`src/rtl/alu_pkg.sv`:
```
// Shared types for the pipelined ALU: operation codes, FSM states and op-class helpers.
package alu_pkg;

    typedef enum logic [4:0] {
        OP_ADD  = 5'b00000,
        OP_SLL  = 5'b00001,
        OP_SLT  = 5'b00010,
        OP_SLTU = 5'b00011,
        OP_XOR  = 5'b00100,
        OP_SRL  = 5'b00101,
        OP_OR   = 5'b00110,
        OP_AND  = 5'b00111,
        OP_SUB  = 5'b01000,
        OP_SRA  = 5'b01101,
        OP_BEQ  = 5'b10000,
        OP_BNE  = 5'b10001,
        OP_BLT  = 5'b10100,
        OP_BGE  = 5'b10101,
        OP_BLTU = 5'b10110,
        OP_BGEU = 5'b10111,
        OP_PASS = 5'b11111
    } alu_op_e;

    typedef enum logic [1:0] {
        IDLE,
        SHIFT,
        DONE
    } alu_state_e;

    function automatic logic is_shift(input logic [4:0] op);
        return (op == OP_SLL) || (op == OP_SRL) || (op == OP_SRA);
    endfunction

    function automatic logic is_branch(input logic [4:0] op);
        return (op == OP_BEQ) || (op == OP_BNE) || (op == OP_BLT) ||
               (op == OP_BGE) || (op == OP_BLTU) || (op == OP_BGEU);
    endfunction

endpackage

```
`src/rtl/alu_shift_step.sv`:
```
// Combinational single-step shifter: moves value by 0..SHIFT_STEP positions.
module alu_shift_step #(
    parameter int unsigned XLEN       = 32,
    parameter int unsigned SHIFT_STEP = 8
) (
    input  logic [XLEN-1:0]                    value_i,
    input  logic                               right_i,
    input  logic                               arith_i,
    input  logic [$clog2(SHIFT_STEP+1)-1:0]    amount_i,
    output logic [XLEN-1:0]                    result_o
);

    always_comb begin
        result_o = value_i;
        if (!right_i) begin
            result_o = value_i << amount_i;
        end else if (arith_i) begin
            result_o = $unsigned($signed(value_i) >>> amount_i);
        end else begin
            result_o = value_i >> amount_i;
        end
    end

endmodule

```
`src/rtl/alu_pipe.sv`:
```
// Handshaked integer ALU with branch resolution; shifts iterate SHIFT_STEP bits per cycle.
module alu_pipe
    import alu_pkg::*;
#(
    parameter int unsigned XLEN       = 32,
    parameter int unsigned SHIFT_STEP = 8
) (
    input  logic            clk_i,
    input  logic            rst_ni,
    input  logic            valid_i,
    output logic            ready_o,
    input  logic [4:0]      op_i,
    input  logic [XLEN-1:0] a_i,
    input  logic [XLEN-1:0] b_i,
    output logic            valid_o,
    input  logic            ready_i,
    output logic [XLEN-1:0] result_o,
    output logic            branch_o,
    output logic            illegal_o
);

    localparam int unsigned SHW = $clog2(XLEN);
    localparam int unsigned AMW = $clog2(SHIFT_STEP + 1);

    alu_state_e      state_q, state_d;
    logic [XLEN-1:0] val_q, result_q;
    logic [SHW-1:0]  rem_q, rem_next;
    logic [4:0]      op_q;
    logic            branch_q, illegal_q;

    logic [SHW-1:0]  sh;
    logic            accept, long_shift;
    logic [XLEN-1:0] res_d, shifted;
    logic            br_d, ill_d;
    logic [AMW-1:0]  step;

    assign sh         = b_i[SHW-1:0];
    assign ready_o    = (state_q == IDLE) || ((state_q == DONE) && ready_i);
    assign accept     = valid_i && ready_o;
    assign long_shift = is_shift(op_i) && (sh != '0);
    assign valid_o    = (state_q == DONE);
    assign result_o   = result_q;
    assign branch_o   = branch_q;
    assign illegal_o  = illegal_q;

    always_comb begin
        res_d = '0;
        br_d  = 1'b0;
        ill_d = 1'b0;
        case (op_i)
            OP_ADD:                  res_d = a_i + b_i;
            OP_SUB:                  res_d = a_i - b_i;
            OP_SLL, OP_SRL, OP_SRA:  res_d = a_i;  // only taken directly when sh == 0
            OP_SLT:                  res_d = {{(XLEN-1){1'b0}}, $signed(a_i) < $signed(b_i)};
            OP_SLTU:                 res_d = {{(XLEN-1){1'b0}}, a_i < b_i};
            OP_XOR:                  res_d = a_i ^ b_i;
            OP_OR:                   res_d = a_i | b_i;
            OP_AND:                  res_d = a_i & b_i;
            OP_PASS:                 res_d = a_i;
            OP_BEQ:                  br_d  = (a_i == b_i);
            OP_BNE:                  br_d  = (a_i != b_i);
            OP_BLT:                  br_d  = ($signed(a_i) < $signed(b_i));
            OP_BGE:                  br_d  = ($signed(a_i) >= $signed(b_i));
            OP_BLTU:                 br_d  = (a_i < b_i);
            OP_BGEU:                 br_d  = (a_i >= b_i);
            default:                 ill_d = 1'b1;
        endcase
        if (is_branch(op_i)) begin
            res_d = {{(XLEN-1){1'b0}}, br_d};
        end
    end

    always_comb begin
        if (int'(rem_q) >= SHIFT_STEP) begin
            step = AMW'(SHIFT_STEP);
        end else begin
            step = AMW'(rem_q);
        end
        rem_next = rem_q - SHW'(step);
    end

    alu_shift_step #(
        .XLEN       (XLEN),
        .SHIFT_STEP (SHIFT_STEP)
    ) u_shift_step (
        .value_i  (val_q),
        .right_i  (op_q != OP_SLL),
        .arith_i  (op_q == OP_SRA),
        .amount_i (step),
        .result_o (shifted)
    );

    always_ff @(posedge clk_i or negedge rst_ni) begin
        if (!rst_ni) begin
            state_q <= IDLE;
        end else begin
            state_q <= state_d;
        end
    end

    always_comb begin
        state_d = state_q;
        case (state_q)
            IDLE: begin
                if (valid_i) begin
                    state_d = long_shift ? SHIFT : DONE;
                end
            end
            SHIFT: begin
                if (rem_next == '0) begin
                    state_d = DONE;
                end
            end
            DONE: begin
                if (ready_i) begin
                    if (valid_i) begin
                        state_d = long_shift ? SHIFT : DONE;
                    end else begin
                        state_d = IDLE;
                    end
                end
            end
            default: state_d = IDLE;
        endcase
    end

    always_ff @(posedge clk_i or negedge rst_ni) begin
        if (!rst_ni) begin
            val_q     <= '0;
            rem_q     <= '0;
            op_q      <= '0;
            result_q  <= '0;
            branch_q  <= 1'b0;
            illegal_q <= 1'b0;
        end else if (accept) begin
            if (long_shift) begin
                val_q <= a_i;
                rem_q <= sh;
                op_q  <= op_i;
            end else begin
                result_q  <= res_d;
                branch_q  <= br_d;
                illegal_q <= ill_d;
            end
        end else if (state_q == SHIFT) begin
            val_q <= shifted;
            rem_q <= rem_next;
            if (rem_next == '0) begin
                result_q  <= shifted;
                branch_q  <= 1'b0;
                illegal_q <= 1'b0;
            end
        end
    end

endmodule

```
`config.mk`:
```
export PLATFORM = sky130hd
export DESIGN_NAME = alu_pipe
export DESIGN_NICKNAME = d
export VERILOG_FILES = /design/src/rtl/alu_pkg.sv /design/src/rtl/alu_shift_step.sv /design/src/rtl/alu_pipe.sv
export SDC_FILE = /design/constraint.sdc
export NUM_CORES = 1
export LEC_CHECK = 0
export ABC_AREA = 1
export BUFFER_PORTS_ARGS = -buffer_cell sky130_fd_sc_hd__buf_2
export CORE_ASPECT_RATIO = 0.7
export CORE_MARGIN = 2
export CORE_UTILIZATION = 50
export CTS_BUF_LIST = sky130_fd_sc_hd__clkbuf_4
export CTS_CLUSTER_SIZE = 16
export DETAILED_ROUTE_END_ITERATION = 12
export PLACE_DENSITY_LB_ADDON = 0.1
export SYNTH_ARGS = -nofsm -noshare
export SYNTH_HDL_FRONTEND = slang
export SYNTH_SLANG_ARGS = --single-unit
```
`constraint.sdc`:
```
create_clock -name clk_i -period 6.26 [get_ports clk_i]
set_clock_uncertainty 0.15 [all_clocks]
set_input_delay 0.626 -clock clk_i [delete_from_list [all_inputs] [get_ports clk_i]]
set_output_delay 0.626 -clock clk_i [all_outputs]
set_load 0.01 [all_outputs]
```
# Word level (Yosys, flattened, before mapping)
# Index checks and enable logic that the tools add are counted.
totals:
  reg_bits: 78
  inputBits: 73
  output_inout_bits: 36
  wordCells: 100
classes:
  add_sub_neg: 3
  n_lt_le_gt_ge: 5
  n_eq_ne: 27
  shift: 3
  n_mux: 29
  bitwise_logic: 3
  n_reduce_logical: 23
op_table:
  columns: ["op", "n"]
  rows:
  - ["2-to-1 mux 32 bit", 10]
  - ["one-hot mux 32 bit (8 select lines)", 1]
  - [">= comparator 32 bit", 2]
  - ["less-than comparator 32 bit", 2]
  - ["== test 5 bit, second input constant", 7]
  - ["adder 32 bit", 1]
  - ["AND 32 bit", 1]
  - ["== test 32 bit", 1]
  - ["inequality test 32 bit", 1]
  - ["OR 32 bit", 1]
  - ["<< shifter 32 x 4 -> 32 bit", 1]
  - ["right shift 32 x 4 -> 32 bit", 1]
  - [">>> shifter 32 x 4 -> 32 bit", 1]
  - ["subtractor 32 bit", 1]
  - ["XOR 32 bit", 1]
  - ["== test 5 x 3 -> 1 bit, second input constant", 4]
  - ["OR reduction 17 bit", 1]
  - ["== test 5 x 4 -> 1 bit, second input constant", 3]
  - ["2-to-1 mux 5 bit", 3]
  - ["== test 5 x 2 -> 1 bit, second input constant", 2]
  - ["logical NOT 5 bit", 2]
  - ["2-to-1 mux 2 bit", 5]
  - ["logical OR 1 bit", 8]
  - ["2-to-1 mux 1 bit", 7]
  - ["18 further kinds", 26]

# Depth between registers and ports, before layout
depth:
  word_depth: 9
  depth_mapped: 18
  depth_no_buf: 18

# Cells and area by module
# A second synthesis with hierarchy kept.
hier_totals:
  hier_cells: 2200
  hier_area_um2: 13062.5
by_module_without_submodules:
  columns: ["module", "n_inst", "cells_per_inst", "area_each_um2", "seq_area_each_um2"]
  rows:
  - ["alu_pipe", 1, 1577, 9963.3, 1951.9]
  - ["alu_shift_step", 1, 623, 3099.2, 0.0]

# Worst setup path after synthesis
# No wires, ideal clock.
synth_timing:
  kind: "input to register"
  startpoint: "input port a_i[0]"
  endpoint: "register result_q[0] (netlist: result_o[0])"
  setup_time_ps: 77
  arrival_time_ps: 2345
  path_slack_ps: 3688
  stages: 17
  path_buffers: 0
  path_cell_list: "inv_1 -> ha_1 -> inv_1 -> fa_1 -> nand2_1 -> nand2_1 -> nand2_1 -> nand2_1 -> nand2_1 -> nand2_1 -> nand2_1 -> nand3_1 -> nand3_1 -> nand2_1 -> nand3_1 -> nand2_1 -> a21oi_1"
synth_via:
  elab_chain_len: 5
synth_rtl:
  columns: ["item", "line", "rtl"]
  rows:
  - ["from (decl)", "alu_pipe.sv:13", "input logic [XLEN-1:0] a_i,"]
  - ["subtractor 32 bit (tied with other cells)", "alu_pipe.sv:52", "OP_SUB: res_d = a_i - b_i;"]
  - ["one-hot mux 32 bit (8 select lines) or one-hot mux 1 bit (6 select lines) (tied branches)", "alu_pipe.sv:50", "case (op_i)"]
  - ["2-to-1 mux 32 bit (*)", "alu_pipe.sv:68", "if (is_branch(op_i)) begin"]
  - ["2-to-1 mux 32 bit (*)", "alu_pipe.sv:136", "if (long_shift) begin"]
  - ["2-to-1 mux 32 bit (*)", "alu_pipe.sv:135", "end else if (accept) begin"]
  - ["to (signal assigned)", "alu_pipe.sv:141", "result_q <= res_d;"]
  - ["to (signal assigned)", "alu_pipe.sv:149", "result_q <= shifted;"]
  - ["to (decl)", "alu_pipe.sv:26", "logic [XLEN-1:0] val_q, result_q;"]
# Mark *: on every way between the ends. The rest lies on a longest branch, timed or not. The select of a mux whose other input is x is not followed.
# A chain may end at the register's enable or synchronous reset.

# Worst setup path in the final report
layout_timing:
  startpoint: "register rem_q[3]"
  endpoint: "register result_q[6] (netlist: result_o[6])"
layout_via:
  elab_chain_len: 8
layout_rtl:
  columns: ["item", "line", "rtl"]
  rows:
  - ["from (decl)", "alu_pipe.sv:27", "logic [SHW-1:0] rem_q, rem_next;"]
  - ["from (signal assigned)", "alu_pipe.sv:138", "rem_q <= sh;"]
  - ["from (signal assigned)", "alu_pipe.sv:147", "rem_q <= rem_next;"]
  - [">= comparator 5 x 4 -> 1 bit", "alu_pipe.sv:74", "if (int'(rem_q) >= SHIFT_STEP) begin"]
  - ["2-to-1 mux 4 bit", "alu_pipe.sv:74", null]
  - ["right shift 32 x 4 -> 32 bit or >>> shifter 32 x 4 -> 32 bit (tied branches)", "alu_shift_step.sv:20, alu_shift_step.sv:18", null]
  - ["2-to-1 mux 32 bit", "alu_shift_step.sv:17", "end else if (arith_i) begin"]
  - ["2-to-1 mux 32 bit", "alu_shift_step.sv:15", "if (!right_i) begin"]
  - ["2-to-1 mux 32 bit", "alu_pipe.sv:148", "if (rem_next == '0) begin"]
  - ["2-to-1 mux 32 bit", "alu_pipe.sv:145", "end else if (state_q == SHIFT) begin"]
  - ["2-to-1 mux 32 bit", "alu_pipe.sv:135", null]
# Parallel ways exist; a longest one is shown, timed or not. The select of a mux whose other input is x is not followed.

==> impl_metrics.py <==
metrics = {
    "run_status": {
        "status": "complete, no violations",
    },
    "clock_network": {
        "cts_buffers": 9,
        "clock-root-buffer": "clkbuf_4",
        "cts_setup_buffers": 0,
        "cts_sinks": 78,
        "clk_transition_reported_paths_ns": 0.14,
        "cts.path.max_buffers": 2,
        "clk_latency_ns": 0.44,
        "cts_tree": "yes",
        "htreeDepth": 3,
    },
    "floorplan": {
        "die-area_mm2": 0.0257,
        "core_mm2": 0.0238,
        "start_util_pct": 51.2,
        "dieWidth_um": 191,
        "die-height_um": 135,
        "row_count": 47,
        "ioPinCount": 109,
    },
    "sta": {
        "relSlewSlack_pct": 28.1,
        "fin_crit_sh_pct": 55.2,
        "fin_tns_setup_ns": 0,
        "tightest_slew_ns": 1.08,
        "fmax_mhz": 289,
        "finalCriticalPeriod_ns": 3.46,
        "finalHoldViolCount": 0,
        "setup_violations": 0,
        "rsz0062_at_grt": "false",
        "slew_viol_final": 0,
    },
    "critical_path": {
        "cpPeakStageDelay_ns": 0.49,
        "cp_common_cell": "nand2_1",
        "worstPathCellList": "nor2_4, nand2_2, buf_4, inv_2, nand2_1, nand2_1, nand2_1, o21ai_1, nand2_1, nand2_1, nor2_1, o21ai_0, a31oi_1",
        "crit_arrival_ns": 3.60,
        "r2r_start": "rem_q[3]",
        "critical_path_class": "reg2reg",
        "endpoint_kind": "flop",
        "startpoint": "rem_q[3]",
        "slowest_stage": "o21ai_0",
        "worstSetupStartpointType": "flop",
        "worstPathRequired_ns": 6.41,
        "path_max_fanout": 48,
    },
    "cells_and_area": {
        "stdcell_count": 2522,
        "fillers": 2598,
        "multiInputGateArea_mm2": 0.00879,
        "layout.nets": 2371,
        "drive_above_1_share_pct": 7.36,
        "seq_area_mm2": 0.00195,
        "syn_to_final_growth_pct": 6.33,
    },
    "logic_synthesis": {
        "ys_seq_area_share_pct": 16.0,
        "synth_warnings": 0,
        "synth_ff_type": "dfrtp_1",
        "syn_area_mm2": 0.0122,
        "async_flop_share_pct": 100,
        "synthTopCellsByArea": "nand2_1 (20%), dfrtp_1 (16%), ha_1 (10%), nand3_1 (8.1%), inv_1 (8.1%)",
        "synth_cell_types": 50,
        "synth_top_area_cell": "nand2_1",
        "yosysTopAreaCellShare_pct": 20.0,
        "synth_nets": 2337,
        "syn_avg_cell_area_um2": 5.64,
        "synthCells": 2162,
        "ys_top_cells_by_count": "nand2_1 (650), inv_1 (263), nand3_1 (198)",
        "synth_edf_count": 0,
        "synth_most_common_cell": "nand2_1",
        "ys_ff_latch": 78,
    },
    "routing": {
        "drt_iter0_drc": 2190,
        "vias_per_cell": 6.13,
        "ant_nets": 0,
        "routedWlPerCell_um": 20.5,
        "drc": 0,
        "wl_mm": 51.8,
        "num_vias": 15461,
        "drtPass1Iterations": 6,
    },
    "pwr": {
        "pwr-share-comb_pct": 71.7,
        "switchingPower_mw": 2.74,
        "p_clk_share_pct": 6.9,
        "p_int_mw": 1.81,
        "total_power_mw": 4.54,
        "switching_share_pct": 60.2,
        "vdd_drop_max_mv": 0.288,
        "power_density_mw_per_mm2": 350,
        "p_leak_nw": 6.86,
        "seqPwrFrac_pct": 21.3,
    },
    "hold_path": {
        "min_path_type": "in2reg",
        "min_from": "ready_i",
    },
    "run": {
        "max_cap_violations": 0,
    },
    "global_route": {
        "grt.total_usage_pct": 40.1,
        "gr-total-overflow": 0,
        "grt_pass1_vias": 13614,
        "grt_max_degree": 72,
        "antenna_found_initial": 3,
        "grt_first_pass_wirelength_mm": 79.3,
    },
    "placement": {
        "dp.cells": 2502,
        "dp.final_hpwl_mm": 40.8,
        "portBuffers": 108,
        "gp_congestion": 1.04,
    },
}
[kinds of logic after synthesis]
logic type / after synthesis / synth area share, %
simple gates: 1087 / 36.6
compound gates: 518 / 24.4
buf+inv: 373 / 12.2
fa+ha+maj: 102 / 10.6
flops: 78 / 16.0
xor+xnor: 2 / 0.144
other cells: 1 / 0.0307
mux: 1 / 0.0820
[cell usage in the layout, fill, tap and decap left out, drive strengths merged, types with 2 or more instances in the layout]
cell     synthesis  final
ha             100    100
clkinv           2      6
diode            0      3
o31ai            3      3
nand3b           3      3
nand2          653    653
o221ai           6      6
a31oi            7      7
a22oi           25     25
o22ai           35     35
and2             2      2
a21o             2      2
clkbuf          55      9
nand3          199    199
o211ai          28     28
o21bai          12     12
nand4           14     14
inv            270    271
nor2           188    188
a21boi           2      2
buf             46    123
o21a             5      5
xor2             2      2
a221oi          24     24
o2111ai          2      2
nor4             6      6
fa               2      2
a211oi           3      3
o21ai          187    187
or2              3      3
a21oi          176    176
nor3            18     18
dfrtp           78     78
[final cells by class]
| type | count | share of cell area (%) |
|---|---|---|
| diodes | 3 | 0.0579 |
| inverters | 272 | 7.87 |
| well taps | 318 | 3.07 |
| clock buffers | 9 | 0.521 |
| repair buffers | 124 | 5.13 |
| clock inverters | 7 | 0.569 |
| multi-input cells | 1711 | 67.7 |
| flip-flops and latches | 78 | 15.0 |
[per-layer routing]
metal	vias up	track usage, %	part of all wire [%]
met5	-	0	0
met4	0	9.73	2.7
met3	94	9.77	14
met2	1081	54.5	38
met1	7057	62.2	45
li1	7229	-	-
[metrics by stage]
step	hold WS [ns]	utilization, %	cell area (um2)	setup WS [ns]
after global routing	0.174	54.5	13000	2.57
after CTS	0.179	54.5	13000	2.93
after floorplan	0.180	-	12200	3.69
after detailed placement	0.295	53.8	12800	2.87
after global placement	0.295	53.8	12800	2.87
final	0.211	54.5	13000	2.80
[registers in the layout (all words and copies together) (netlist names)]
signal,count
op_q,5
result_o,32
illegal_o,1
branch_o,1
state_q,2
val_q,32
rem_q,5
[power by group through the flow]
stage          Sequential (mW)  Combinational (mW)  Clock [mW]
5_1_grt                  0.986                3.57       0.343
4_1_cts                  0.954                3.14       0.319
6_report                 0.969                3.26       0.315
2_1_floorplan            0.918                2.11           0
3_5_place_dp             0.962                3.12           0
3_3_place_gp             0.965                3.11           0
[worst max-delay path: cells and delay by family (launching register included)]
family / cells / cell delay (ns)
AND/OR/NAND/NOR: 8 / 1.18
AO/OA/AOI/OAI: 3 / 0.86
buffers and inverters: 2 / 0.69
flip-flops: 1 / 0.45
[timing repair]
item                      4_1_cts  5_1_grt
hold endpoints to repair        7        0
resized for setup               0        0
hold buffers                    1        0
[path summary, 6_finish.rpt]
path                                end  slack, ns  cells after the start
max in group asynchronous  result_o[27]       4.45                      3
setup / recovery            result_o[6]       2.80                     13
setup reg to reg            result_o[6]       2.80                     13
hold / removal               state_q[1]       0.21                      2
hold reg to reg            result_o[10]       0.34                      2
min in group asynchronous      val_q[9]       0.36                      2
No activity file was read; power rests on OpenSTA's default activity.
